### src/rtl/booth_pkg.sv
// Shared Booth radix-4 encoding and Wallace tree shape helpers for booth_wallace_pipe.
package booth_pkg;

  typedef enum logic [2:0] {
    ZERO = 3'd0,
    P1   = 3'd1,
    P2   = 3'd2,
    M1   = 3'd3,
    M2   = 3'd4
  } booth_dig_e;

  function automatic booth_dig_e booth_sel(input logic [2:0] win);
    booth_dig_e d;
    case (win)
      3'b001, 3'b010: d = P1;
      3'b011:         d = P2;
      3'b100:         d = M2;
      3'b101, 3'b110: d = M1;
      default:        d = ZERO;
    endcase
    return d;
  endfunction

  function automatic int npp(input int width);
    return (width + 3) / 2;
  endfunction

  // Rows left after one level of 3:2 compression.
  function automatic int csa_next(input int rows);
    return 2 * (rows / 3) + rows % 3;
  endfunction

  function automatic int tree_levels(input int rows);
    int n;
    int l;
    n = rows;
    l = 0;
    while (n > 2) begin
      n = csa_next(n);
      l++;
    end
    return l;
  endfunction

  function automatic int level_rows(input int rows, input int lvl);
    int n;
    n = rows;
    for (int i = 0; i < lvl; i++) n = csa_next(n);
    return n;
  endfunction

  function automatic int level_base(input int rows, input int lvl);
    int n;
    int b;
    n = rows;
    b = 0;
    for (int i = 0; i < lvl; i++) begin
      b += n;
      n = csa_next(n);
    end
    return b;
  endfunction

endpackage

### src/rtl/booth_pp_gen.sv
// Radix-4 Booth partial-product rows, aligned and truncated to 2*WIDTH bits.
module booth_pp_gen
  import booth_pkg::*;
#(
  parameter int WIDTH = 11,
  parameter int NPP   = npp(WIDTH)
) (
  input  logic [WIDTH-1:0]              a_i,
  input  logic [WIDTH-1:0]              b_i,
  input  logic                          signed_i,
  output logic [NPP-1:0][2*WIDTH-1:0]   rows_o
);

  localparam int P  = 2 * WIDTH;
  localparam int L  = WIDTH + 3;
  localparam int BW = 2 * NPP + 1;

  logic [L-1:0]  a_ext;
  logic [L-1:0]  mag;
  logic [L-1:0]  pp;
  logic [BW-1:0] b_ext;
  logic          neg;
  logic          neg_prev;
  logic          s;
  int            pos;
  booth_dig_e    dig;

  always_comb begin
    a_ext    = {{3{signed_i & a_i[WIDTH-1]}}, a_i};
    b_ext    = {{(BW-WIDTH-1){signed_i & b_i[WIDTH-1]}}, b_i, 1'b0};
    rows_o   = '0;
    mag      = '0;
    pp       = '0;
    neg      = 1'b0;
    neg_prev = 1'b0;
    s        = 1'b0;
    pos      = 0;
    dig      = ZERO;
    for (int j = 0; j < NPP; j++) begin
      dig = booth_sel(b_ext[2*j +: 3]);
      case (dig)
        P1, M1:  mag = a_ext;
        P2, M2:  mag = {a_ext[L-2:0], 1'b0};
        default: mag = '0;
      endcase
      neg = (dig == M1) || (dig == M2);
      pp  = neg ? ~mag : mag;
      s   = pp[L-1];
      for (int k = 0; k < L; k++) begin
        pos = 2 * j + k;
        if (pos < P) rows_o[j][pos] = pp[k];
      end
      // Constant-ones prefixes: their combined weight lands at or above 2^P and vanishes.
      if (j == 0) begin
        pos = L;
        if (pos < P) rows_o[j][pos] = s;
        pos = L + 1;
        if (pos < P) rows_o[j][pos] = s;
        pos = L + 2;
        if (pos < P) rows_o[j][pos] = ~s;
      end else begin
        pos = 2 * j + L;
        if (pos < P) rows_o[j][pos] = ~s;
        pos = 2 * j + L + 1;
        if (pos < P) rows_o[j][pos] = 1'b1;
        rows_o[j][2*j-2] = neg_prev;
      end
      // The top digit is never negative, so its +1 never needs a home.
      neg_prev = neg;
    end
  end

endmodule

### src/rtl/nbit_csa.sv
// N-bit 3:2 carry-save adder; carry output is pre-shifted and truncated to N bits.
module nbit_csa #(
  parameter int N = 8
) (
  input  logic [N-1:0] a_i,
  input  logic [N-1:0] b_i,
  input  logic [N-1:0] c_i,
  output logic [N-1:0] s_o,
  output logic [N-1:0] c_o
);

  assign s_o = a_i ^ b_i ^ c_i;
  assign c_o = {(a_i[N-2:0] & b_i[N-2:0]) | (a_i[N-2:0] & c_i[N-2:0]) |
                (b_i[N-2:0] & c_i[N-2:0]), 1'b0};

endmodule

### src/rtl/booth_wallace_pipe.sv
// Three-stage elastic Booth/Wallace multiplier: S1 encode, S2 CSA tree, S3 optional CPA.
module booth_wallace_pipe
  import booth_pkg::*;
#(
  parameter int WIDTH = 11,
  parameter int TAG_W = 4
) (
  input  logic               clk,
  input  logic               rst,
  input  logic               in_valid,
  output logic               in_ready,
  input  logic [WIDTH-1:0]   ai,
  input  logic [WIDTH-1:0]   bi,
  input  logic               signed_mode,
  input  logic               cpa_en,
  input  logic [TAG_W-1:0]   in_tag,
  output logic               out_valid,
  input  logic               out_ready,
  output logic [2*WIDTH-1:0] so,
  output logic [2*WIDTH-1:0] co,
  output logic [TAG_W-1:0]   out_tag
);

  localparam int P      = 2 * WIDTH;
  localparam int NPP    = npp(WIDTH);
  localparam int LEVELS = tree_levels(NPP);
  localparam int NODES  = level_base(NPP, LEVELS) + 2;

  logic                    adv1, adv2, adv3;
  logic [NPP-1:0][P-1:0]   rows_d;
  logic [NPP-1:0][P-1:0]   rows_p1_q;
  logic                    vld_p1_q, cpa_p1_q;
  logic [TAG_W-1:0]        tag_p1_q;
  logic [NODES-1:0][P-1:0] node;
  logic                    vld_p2_q, cpa_p2_q;
  logic [TAG_W-1:0]        tag_p2_q;
  logic [P-1:0]            sum_p2_q, car_p2_q;
  logic [P-1:0]            so_d, co_d;
  logic                    vld_p3_q;
  logic [P-1:0]            so_q, co_q;
  logic [TAG_W-1:0]        tag_p3_q;

  assign adv3     = !vld_p3_q || out_ready;
  assign adv2     = !vld_p2_q || adv3;
  assign adv1     = !vld_p1_q || adv2;
  assign in_ready = adv1 && !rst;

  booth_pp_gen #(.WIDTH(WIDTH), .NPP(NPP)) u_pp_gen (
    .a_i      (ai),
    .b_i      (bi),
    .signed_i (signed_mode),
    .rows_o   (rows_d)
  );

  // ---- S1: Booth rows ----
  always_ff @(posedge clk) begin
    if (rst) vld_p1_q <= 1'b0;
    else if (adv1) vld_p1_q <= in_valid;
  end

  always_ff @(posedge clk) begin
    if (adv1) begin
      rows_p1_q <= rows_d;
      cpa_p1_q  <= cpa_en;
      tag_p1_q  <= in_tag;
    end
  end

  for (genvar i = 0; i < NPP; i++) begin : g_leaf
    assign node[i] = rows_p1_q[i];
  end

  // Each level's outputs are appended after its inputs; the last two nodes are the result.
  for (genvar l = 0; l < LEVELS; l++) begin : g_lvl
    localparam int RIN  = level_rows(NPP, l);
    localparam int BIN  = level_base(NPP, l);
    localparam int BOUT = level_base(NPP, l + 1);
    localparam int NCSA = RIN / 3;
    for (genvar k = 0; k < NCSA; k++) begin : g_csa
      nbit_csa #(.N(P)) u_csa (
        .a_i (node[BIN+3*k]),
        .b_i (node[BIN+3*k+1]),
        .c_i (node[BIN+3*k+2]),
        .s_o (node[BOUT+2*k]),
        .c_o (node[BOUT+2*k+1])
      );
    end
    for (genvar k = 0; k < RIN % 3; k++) begin : g_pass
      assign node[BOUT+2*NCSA+k] = node[BIN+3*NCSA+k];
    end
  end

  // ---- S2: carry-save pair ----
  always_ff @(posedge clk) begin
    if (rst) vld_p2_q <= 1'b0;
    else if (adv2) vld_p2_q <= vld_p1_q;
  end

  always_ff @(posedge clk) begin
    if (adv2) begin
      sum_p2_q <= node[NODES-2];
      car_p2_q <= node[NODES-1];
      cpa_p2_q <= cpa_p1_q;
      tag_p2_q <= tag_p1_q;
    end
  end

  always_comb begin
    so_d = sum_p2_q;
    co_d = car_p2_q;
    if (cpa_p2_q) begin
      so_d = sum_p2_q + car_p2_q;
      co_d = '0;
    end
  end

  // ---- S3: output registers ----
  always_ff @(posedge clk) begin
    if (rst) begin
      vld_p3_q <= 1'b0;
      so_q     <= '0;
      co_q     <= '0;
      tag_p3_q <= '0;
    end else if (adv3) begin
      vld_p3_q <= vld_p2_q;
      if (vld_p2_q) begin
        so_q     <= so_d;
        co_q     <= co_d;
        tag_p3_q <= tag_p2_q;
      end
    end
  end

  assign out_valid = vld_p3_q;
  assign so        = so_q;
  assign co        = co_q;
  assign out_tag   = tag_p3_q;

endmodule

### config.mk
export PLATFORM = sky130hd
export DESIGN_NAME = booth_wallace_pipe
export DESIGN_NICKNAME = d
export VERILOG_FILES = /design/src/rtl/booth_pkg.sv /design/src/rtl/booth_pp_gen.sv /design/src/rtl/nbit_csa.sv /design/src/rtl/booth_wallace_pipe.sv
export SDC_FILE = /design/constraint.sdc
export NUM_CORES = 1
export LEC_CHECK = 0
export ABC_AREA = 1
export CAP_MARGIN = 40
export CORE_ASPECT_RATIO = 1.1
export CORE_UTILIZATION = 55
export CTS_BUF_LIST = sky130_fd_sc_hd__clkbuf_16
export DETAILED_ROUTE_END_ITERATION = 7
export HOLD_SLACK_MARGIN = 0.08
export PLACE_DENSITY = 0.74
export SKIP_CTS_REPAIR_TIMING = 1
export SYNTH_ARGS = -nofsm -noshare
export SYNTH_HDL_FRONTEND = slang
export SYNTH_HIERARCHICAL = 1
export SYNTH_SLANG_ARGS = --single-unit
export TNS_END_PERCENT = 100
### constraint.sdc
create_clock -name clk -period 10.4 [get_ports clk]
set_input_delay 2.08 -clock clk [delete_from_list [all_inputs] [get_ports clk]]
set_output_delay 2.08 -clock clk [all_outputs]
set_load 0.01 [all_outputs]
==> reports/results.ini <==
[route]
drt_iter0_markers=554
routed_via_density=5.09
routed_wl_um=27800
drt_pass1_iterations=8
drtAntennaViolNets=0
vias=8869
drc=0
wl_per_cell_um=15.9

[placement]
place.gp.congestion=0.887
placed_cells=1691
dpl.hpwl_um=19900
io_buffers=81

[synth]
synthAdderAreaFrac_pct=16.8
synth_area_um2=14500
ys_seq_elements=259
synth-compound-area-share_pct=6.69
synth-xor-area-share_pct=4.40
synth-warning-count=6
yosysUniqueCellTypes=36
muxShareOfSynthArea_pct=0
synthSimpleGateAreaFrac_pct=13.3
synth_top_family_by_area=adder cells
synthFlopType=edfxtp_1
synth_edf_count=208
avgSynthCellArea_um2=11.2
syn_inst=1301
async_flop_share_pct=0
ys_seq_area_share_pct=50.0

[final_layout]
final_cells=1743
layout.nets=1532
n_fill_cell=2006
regArea_um2=7270
drive_above_1_share_pct=10.1
antennaDiodeCount=0
mostFrequentLayoutCells=263 x nand2_1, 208 x edfxtp_1, 106 x fa_1
fin_util_pct=62.9
area_growth_pct=12.6
multiInputGateArea_um2=6230
final_common_cell=nand2_1

[global_route]
antenna_found_initial=0
grt_pass1_vias=8704
grt_max_degree=64
grt_pass1_wl_um=44900
grt_overflow=0
grt_use_total_pct=21.5

[clock_tree]
clockBufferDepth=3
cts_root_buffer=clkbuf_16
cts_tree=built
cts_num_sinks=259
clock_latency_ns=0.54
numCtsBuffers=28
htree_num_levels=1
path_clk_slew_ns=0.06

[sta]
fin_setup_tns_ns=0
tightest_slew_ns=0.847
max_freq_mhz=164
fin_crit_ns=6.10
fin_skew_ns=0.0157
finalHoldViolCount=0
setup_viol=0
maxSlewViolCount=0
slew_headroom_pct=43.5
fin_crit_sh_pct=58.7
rsz0062_at_grt=no

[floorplan]
die_height_um=172
dieArea_um2=27100
start_util_pct=55.9
rows=62
die_x_um=157
io-pin-count=82
core_um2=26000

[worst_setup_path]
cp_top_family=buffers and inverters
r2r_cells=5
worst_setup_path_end_kind=output port
crit_path_start=out_ready
cp.required_ns=8.32
path_depth=8
slowest_delay_ns=0.47
crit_chain=clkdlybuf4s50_1, inv_1, nand2_1, nor2_1, nand2_4, nand2_1, inv_1, clkdlybuf4s50_1
worstSetupPathType=primary input to output port
crit_fanout=47
r2r_start=out_valid
worstPathArrival_ns=4.02
crit_slowest_cell=clkdlybuf4s50_1
startpoint_type=primary input
path_buf_inv=4

[power]
combinationalPowerShare_pct=40.5
ir_drop_uv=148
p_int_mw=2.70
clkPwrFrac_pct=23.9
swShare_pct=36.3
pwr-share-seq_pct=35.5
p_leak_nw=6.87
p_per_area_nw_per_um2=259
switchingPower_mw=1.54

[hold_path]
holdPathStages=0
hp-class=register to register
hp-start=tag_p1_q[0]

[job]
cap_violations=0

[status]
run_status=completed

==> power by group through the flow <==
stage	clock network (mW)	registers [mW]	logic [mW]
floorplan	0	1.49	1.32
global placement	0	1.52	1.65
detailed placement	0	1.53	1.72
CTS	1.04	1.51	1.73
global route	1.08	1.53	1.97
finish	1.01	1.50	1.72
==> stage by stage <==
step | hold WS, ns | setup slack (ns) | power (mW) | instance area, um2
floorplan | 0.400 | 2.29 | 2.81 | 14700
global placement | 0.410 | 4.34 | 3.17 | 15200
detailed placement | 0.410 | 4.29 | 3.25 | 15400
CTS | 0.425 | 4.25 | 4.28 | 16300
global route | 0.439 | 4.13 | 4.57 | 16300
finish | 0.429 | 4.30 | 4.23 | 16300
==> final timing paths <==
kind | slack, ns | end
worst max-delay path | 4.30 | in_ready
worst min-delay path | 0.43 | tag_p2_q[0]
worst max register to register | 7.55 | node[42]
worst min register to register | 0.43 | tag_p2_q[0]
==> synthesized netlist by cell type (all sizes together) (7+ instances only) <==
| library cell | number | share of area (%) |
|---|---|---|
| o22ai | 54 | 3.0 |
| nand2 | 279 | 7.5 |
| dfxtp | 51 | 7.0 |
| nor2 | 71 | 2.2 |
| conb | 7 | 0.18 |
| nand3 | 88 | 3.2 |
| edfxtp | 208 | 43 |
| inv | 116 | 3.0 |
| xor2 | 71 | 4.3 |
| ha | 25 | 2.2 |
| clkbuf | 20 | 0.79 |
| fa | 106 | 15 |
| o21ai | 21 | 0.75 |
| buf | 94 | 4.7 |
| a21oi | 71 | 2.7 |
==> layer usage <==
layer  vias to the layer above  wire length (um)  GRT usage, %
met5                         -                 0             0
met4                         0               552          5.50
met3                        41              1650          3.36
met2                       256             13700          37.3
met1                      4252             11900          28.3
li1                       4320                 -             -
==> flip-flops by register name, indices dropped and copies added (netlist names) <==
register	cells
car_p2_q	22
co	22
cpa_p1_q	1
cpa_p2_q	1
node	154
out_tag	4
out_valid	1
so	22
sum_p2_q	22
tag_p1_q	4
tag_p2_q	4
vld_p1_q	1
vld_p2_q	1
==> kinds of logic (layout without fill, tap and decap cells) <==
kind of cell / Yosys count / count (layout)
AO/OA/AOI/OAI: 150 / 150
XOR/XNOR: 73 / 73
adder cells (fa/ha/maj): 131 / 131
buffers and inverters: 233 / 265
flip-flops: 259 / 259
other: 7 / 65
AND/OR/NAND/NOR: 448 / 448
==> area by class of cell <==
cell class	count	area share [%]
Sequential cell	259	44.5
Clock buffer	32	4.90
Inverter	119	2.73
Timing Repair Buffer	94	6.05
Multi-Input combinational cell	867	38.1
Clock inverter	20	1.06
Tap cell	352	2.69
(Power assumes the default switching activity.)
==> patch 1 (same settings) <==
Make the reset (`rst`) asynchronous in 3 clocked blocks.
--- a/src/rtl/booth_wallace_pipe.sv
+++ b/src/rtl/booth_wallace_pipe.sv
@@ -54,5 +54,5 @@
 
   // ---- S1: Booth rows ----
-  always_ff @(posedge clk) begin
+  always_ff @(posedge clk or posedge rst) begin
     if (rst) vld_p1_q <= 1'b0;
     else if (adv1) vld_p1_q <= in_valid;
@@ -92,5 +92,5 @@
 
   // ---- S2: carry-save pair ----
-  always_ff @(posedge clk) begin
+  always_ff @(posedge clk or posedge rst) begin
     if (rst) vld_p2_q <= 1'b0;
     else if (adv2) vld_p2_q <= vld_p1_q;
@@ -116,5 +116,5 @@
 
   // ---- S3: output registers ----
-  always_ff @(posedge clk) begin
+  always_ff @(posedge clk or posedge rst) begin
     if (rst) begin
       vld_p3_q <= 1'b0;
Check against the original RTL: not equivalent (Yosys sat finds a counterexample within 4 cycles, from zero or initial values and one cycle with rst high; the reset may be asserted at any time).
==> patch 1 against the unedited design <==
- total power is 10% higher
- area after synthesis grew 0.17%
- fmax grew 4.0%
- critical path depth shrank 2
- design area down 0.14%
- count of clock-buffer cells in the layout decreased by 4
- worst setup slack improved by 0.23 ns
- routed wire length decreased by 0.52%
- sequential cell count stayed put
- final cell count is 0.40% lower
- critical endpoint unchanged
- largest power group unchanged
- highest routed layer unchanged
==> patch 1: results <==
export IMPL_ctsRootBufferMaster="clkbuf_16"
export IMPL_grt_pass1_vias=8811
export IMPL_synth_async_reset_ratio_pct=19.69
export IMPL_r2r_cells=4
export IMPL_irDropWorstVdd_v=0.0001291
export IMPL_grt_max_degree=82
export IMPL_routabilityCongestion=0.9023
export IMPL_holdWs_ns=0.4211
export IMPL_insertion_delay_ns=0.53
export IMPL_routed_via_count=8853
export IMPL_top_layer="met4"
export IMPL_p_leak_uw=0.007082
export IMPL_met1Wirelength_mm=11.73
export IMPL_hold_depth=0
export IMPL_fin_worst_skew_ns=0.01666
export IMPL_dr_first_iter_drc_count=677
export IMPL_path_max_fanout=52
export IMPL_grt_pass1_wl_mm=44.22
export IMPL_r2r_end="sum_p2_q[2]$_DFFE_PP_"
export IMPL_fin_nets=1527
export IMPL_drive_above_1_share_pct=8.454
export IMPL_antenna_cells=0
export IMPL_cpMaxStageDelayCell="buf_4"
export IMPL_ys_types=34
export IMPL_hold_path_class="reg -> reg"
export IMPL_wl_met2_mm=13.88
export IMPL_grtUsageTotal_pct=21.05
export IMPL_r2r_start="node[2]$_DFFE_PN_"
export IMPL_crit_arrival_ns=3.79
export IMPL_cts_clk_slew_worst_paths_ns=0.06
export IMPL_n_fill_cell=2061
export IMPL_dp_hpwl_mm=20.05
export IMPL_synthTopCellsByCount="nand2_1, edfxtp_1, fa_1, inv_1, buf_4"
export IMPL_wl_met3_mm=1.452
export IMPL_placed_cell_area_um2=15430
export IMPL_cts_made_buffers=26
export IMPL_cpPeakStageDelay_ns=0.53
export IMPL_clockBufferDepth=3
export IMPL_hold_start="tag_p1_q[3]$_DFFE_PN_"
export IMPL_htree_levels=1
export IMPL_slew_headroom_pct=44.93
export IMPL_status="finished, final reports clean"
export IMPL_ys_flop_type="edfxtp_1"
export IMPL_drt_wl_total_mm=27.65
export IMPL_drt_first_pass_iters=7
export IMPL_p_int_uw=2951
export IMPL_seq_area_frac_synth_pct=51.71
export IMPL_reg2reg_slack_ns=7.61
export IMPL_synthTopCellsByArea="edfxtp_1, fa_1, dfrtp_1"
export IMPL_worstHoldEndpoint="tag_p2_q[3]$_DFFE_PP_"
[patch 1: power groups by stage]
stage	Combinational (uW)	Sequential, uW	Clock [uW]
floorplan	1440	1680	0
global placement	1950	1680	0
detailed placement	2050	1690	0
CTS	2060	1670	987
global route	2320	1700	1020
finish	2030	1670	971
[patch 1: cells by family after synthesis]
logic type	share of synthesized area (%)
flip-flops	51.71
AO/OA/AOI/OAI	5.729
adder cells (fa/ha/maj)	16.74
AND/OR/NAND/NOR	13.36
XOR/XNOR	4.154
buffers and inverters	8.128
other	0.1807
[patch 1: worst max-delay path by stage]
stage                     endpoint  slack [ns]      start
after floorplan           in_ready        2.33  out_ready
after CTS                 in_ready        4.49        rst
after global placement    in_ready        4.50        rst
after global routing      in_ready        4.32        rst
final                     in_ready        4.53        rst
after detailed placement  in_ready        4.50        rst
[patch 1: metal layers]
layer	GRT usage [%]	vias up
li1	-	4274
met1	27.82	4274
met2	35.93	259
met3	3.108	46
met4	6.472	0
met5	0	-
[patch 1: critical path: cells and delay by family]
family	cells	cell delay [ns]
buffers and inverters	5	1.60
AND/OR/NAND/NOR	1	0.11
[patch 1: layout make-up]
cell class                 instances  share of cell area, %
clock buffer                      28                  4.292
clock inverter                    20                  1.196
inverter                         119                  2.736
multi-input combinational        864                  37.18
sequential                       259                  46.08
tap                              352                  2.698
timing repair buffer              94                  5.810
[patch 1: through the flow]
step / util [%] / setup WS, ns / cells / total power (uW)
floorplan: - / 2.331 / 1351 / 3119
global placement: 58.86 / 4.498 / 1682 / 3637
detailed placement: 59.19 / 4.496 / 1688 / 3741
CTS: 62.62 / 4.486 / 1736 / 4717
global route: 62.62 / 4.316 / 1736 / 5042
finish: 62.62 / 4.529 / 1736 / 4663
==> patch 2 (same flow settings) <==
Made on the original files. `WIDTH` is set to 11 in 2 places; all go to 13.
--- a/src/rtl/booth_pp_gen.sv
+++ b/src/rtl/booth_pp_gen.sv
@@ -3,5 +3,5 @@
   import booth_pkg::*;
 #(
-  parameter int WIDTH = 11,
+  parameter int WIDTH = 13,
   parameter int NPP   = npp(WIDTH)
 ) (
--- a/src/rtl/booth_wallace_pipe.sv
+++ b/src/rtl/booth_wallace_pipe.sv
@@ -3,5 +3,5 @@
   import booth_pkg::*;
 #(
-  parameter int WIDTH = 11,
+  parameter int WIDTH = 13,
   parameter int TAG_W = 4
 ) (
Ports: changed (resized ai, bi, co and so); port bits go from 82 to 94. No check against the original RTL was run, so the function may have changed too.
==> patch 2 against the unedited design <==
- total power grew 26%
- first-iteration DRC count grew 71%
- worst setup slack worse by 0.048 ns
- sequential cell count is 70 higher
- routed wire length grew 40%
- largest cell class unchanged
- area after synthesis grew 29%
- via count increased by 30%
- design area is 26% higher
==> patch 2: results <==
export IMPL_drt_first_pass_iters=6
export IMPL_synthTopCellsByArea="edfxtp_1, fa_1, nand2_1"
export IMPL_r2r_end="node[76]$_DFFE_PN_"
export IMPL_reg2reg_slack_ns=7.19
export IMPL_io_buffers=93
export IMPL_critPathTopFamily="simple AND/OR/NAND/NOR gates"
export IMPL_drive_above_1_share_pct=7.506
export IMPL_routabilityCongestion=1.041
export IMPL_synth_edf_count=270
export IMPL_synth_warnings=6
export IMPL_dr_first_iter_drc_count=949
export IMPL_grt_pass1_vias=11810
export IMPL_path_max_fanout=57
export IMPL_insertion_delay_ns=0.51
export IMPL_ys_types=42
export IMPL_fin_worst_skew_ns=0.01637
export IMPL_seq_area_frac_synth_pct=49.45
export IMPL_endpoint="in_ready"
export IMPL_status="finished, final reports clean"
export IMPL_n_fill_cell=2594
export IMPL_placed_cell_area_um2=19560
export IMPL_r2r_cells=6
export IMPL_vias_per_cell=5.340
export IMPL_synth_async_reset_ratio_pct=0
export IMPL_fin_nets=1923
export IMPL_largest_reg_flops=208
export IMPL_worstMarginPinSlew_ns=0.8690
export IMPL_irDropWorstVdd_v=0.0001125
export IMPL_crit_arrival_ns=4.07
export IMPL_grt_max_degree=73
export IMPL_drt_wl_total_mm=38.79
export IMPL_dp_hpwl_mm=27.55
export IMPL_cts_made_buffers=34
export IMPL_grt_pass1_wl_mm=60.93
export IMPL_antenna_found_initial=0
export IMPL_p_leak_uw=0.008635
export IMPL_htree_levels=2
patch 2: kinds of logic after synthesis:
| group | synth area share (%) |
|---|---|
| flops | 49.45 |
| xor+xnor | 4.616 |
| simple gates | 12.21 |
| fa+ha+maj | 18.02 |
| buf+inv | 8.819 |
| other cells | 0.1599 |
| compound gates | 6.721 |
patch 2: worst register-to-register path, cell delays in order, from the launching register on:
cell and delay (ns):
dfxtp_1 0.31, nand2_1 0.12, nor2_1 0.11, nand2_4 0.52, buf_4 0.86, buf_4 0.59
buf_16 0.33
patch 2: layout make-up:
cell class,instances,area (um^2),share of cell area (%)
repair buffers,105,1051,5.096
clock buffers,35,875.8,4.247
multi-input cells,1098,8157,39.55
clock inverters,26,188.9,0.9161
inverters,139,521.8,2.530
well taps,432,540.5,2.621
flip-flops and latches,329,9289,45.04
patch 2: routing by layer:
| metal | up-vias | GRT usage [%] | part of all wire (%) |
|---|---|---|---|
| li1 | 5415 | - | - |
| met4 | 0 | 9.322 | 3.2 |
| met2 | 504 | 38.36 | 49 |
| met5 | - | 0 | 0 |
| met1 | 5542 | 29.66 | 41 |
| met3 | 94 | 4.012 | 7.4 |
patch 2: how the worst min path moves through the flow:
stage / from / end / slack (ns)
6_report: tag_p1_q[0]$_DFFE_PN_ / tag_p2_q[0]$_DFFE_PP_ / 0.42
4_1_cts: tag_p1_q[0]$_DFFE_PN_ / tag_p2_q[0]$_DFFE_PP_ / 0.43
2_1_floorplan: cpa_p1_q$_DFFE_PN_ / cpa_p2_q$_DFFE_PP_ / 0.40
3_5_place_dp: tag_p1_q[2]$_DFFE_PN_ / tag_p2_q[2]$_DFFE_PP_ / 0.41
3_3_place_gp: tag_p1_q[2]$_DFFE_PN_ / tag_p2_q[2]$_DFFE_PP_ / 0.41
5_1_grt: cpa_p1_q$_DFFE_PN_ / cpa_p2_q$_DFFE_PP_ / 0.44
patch 2: per-stage QoR:
step / setup slack [ns] / instances / hold WS (ns) / total power, uW / utilization, %
after floorplan: 1.135 / 1729 / 0.4003 / 3556 / -
after global placement: 4.268 / 2100 / 0.4063 / 4087 / 58.29
after detailed placement: 4.206 / 2103 / 0.4127 / 4186 / 58.46
after CTS: 4.198 / 2164 / 0.4254 / 5370 / 61.64
after global routing: 4.002 / 2164 / 0.4401 / 5732 / 61.64
final: 4.248 / 2164 / 0.4219 / 5332 / 61.64
patch 2: where the power goes:
| group | leakage (uW) | total [uW] | switching [uW] | internal, uW |
|---|---|---|---|---|
| logic | 0.00472 | 2240 | 1330 | 909 |
| clock network | 0.000544 | 1170 | 485 | 684 |
| registers | 0.00337 | 1930 | 146 | 1780 |
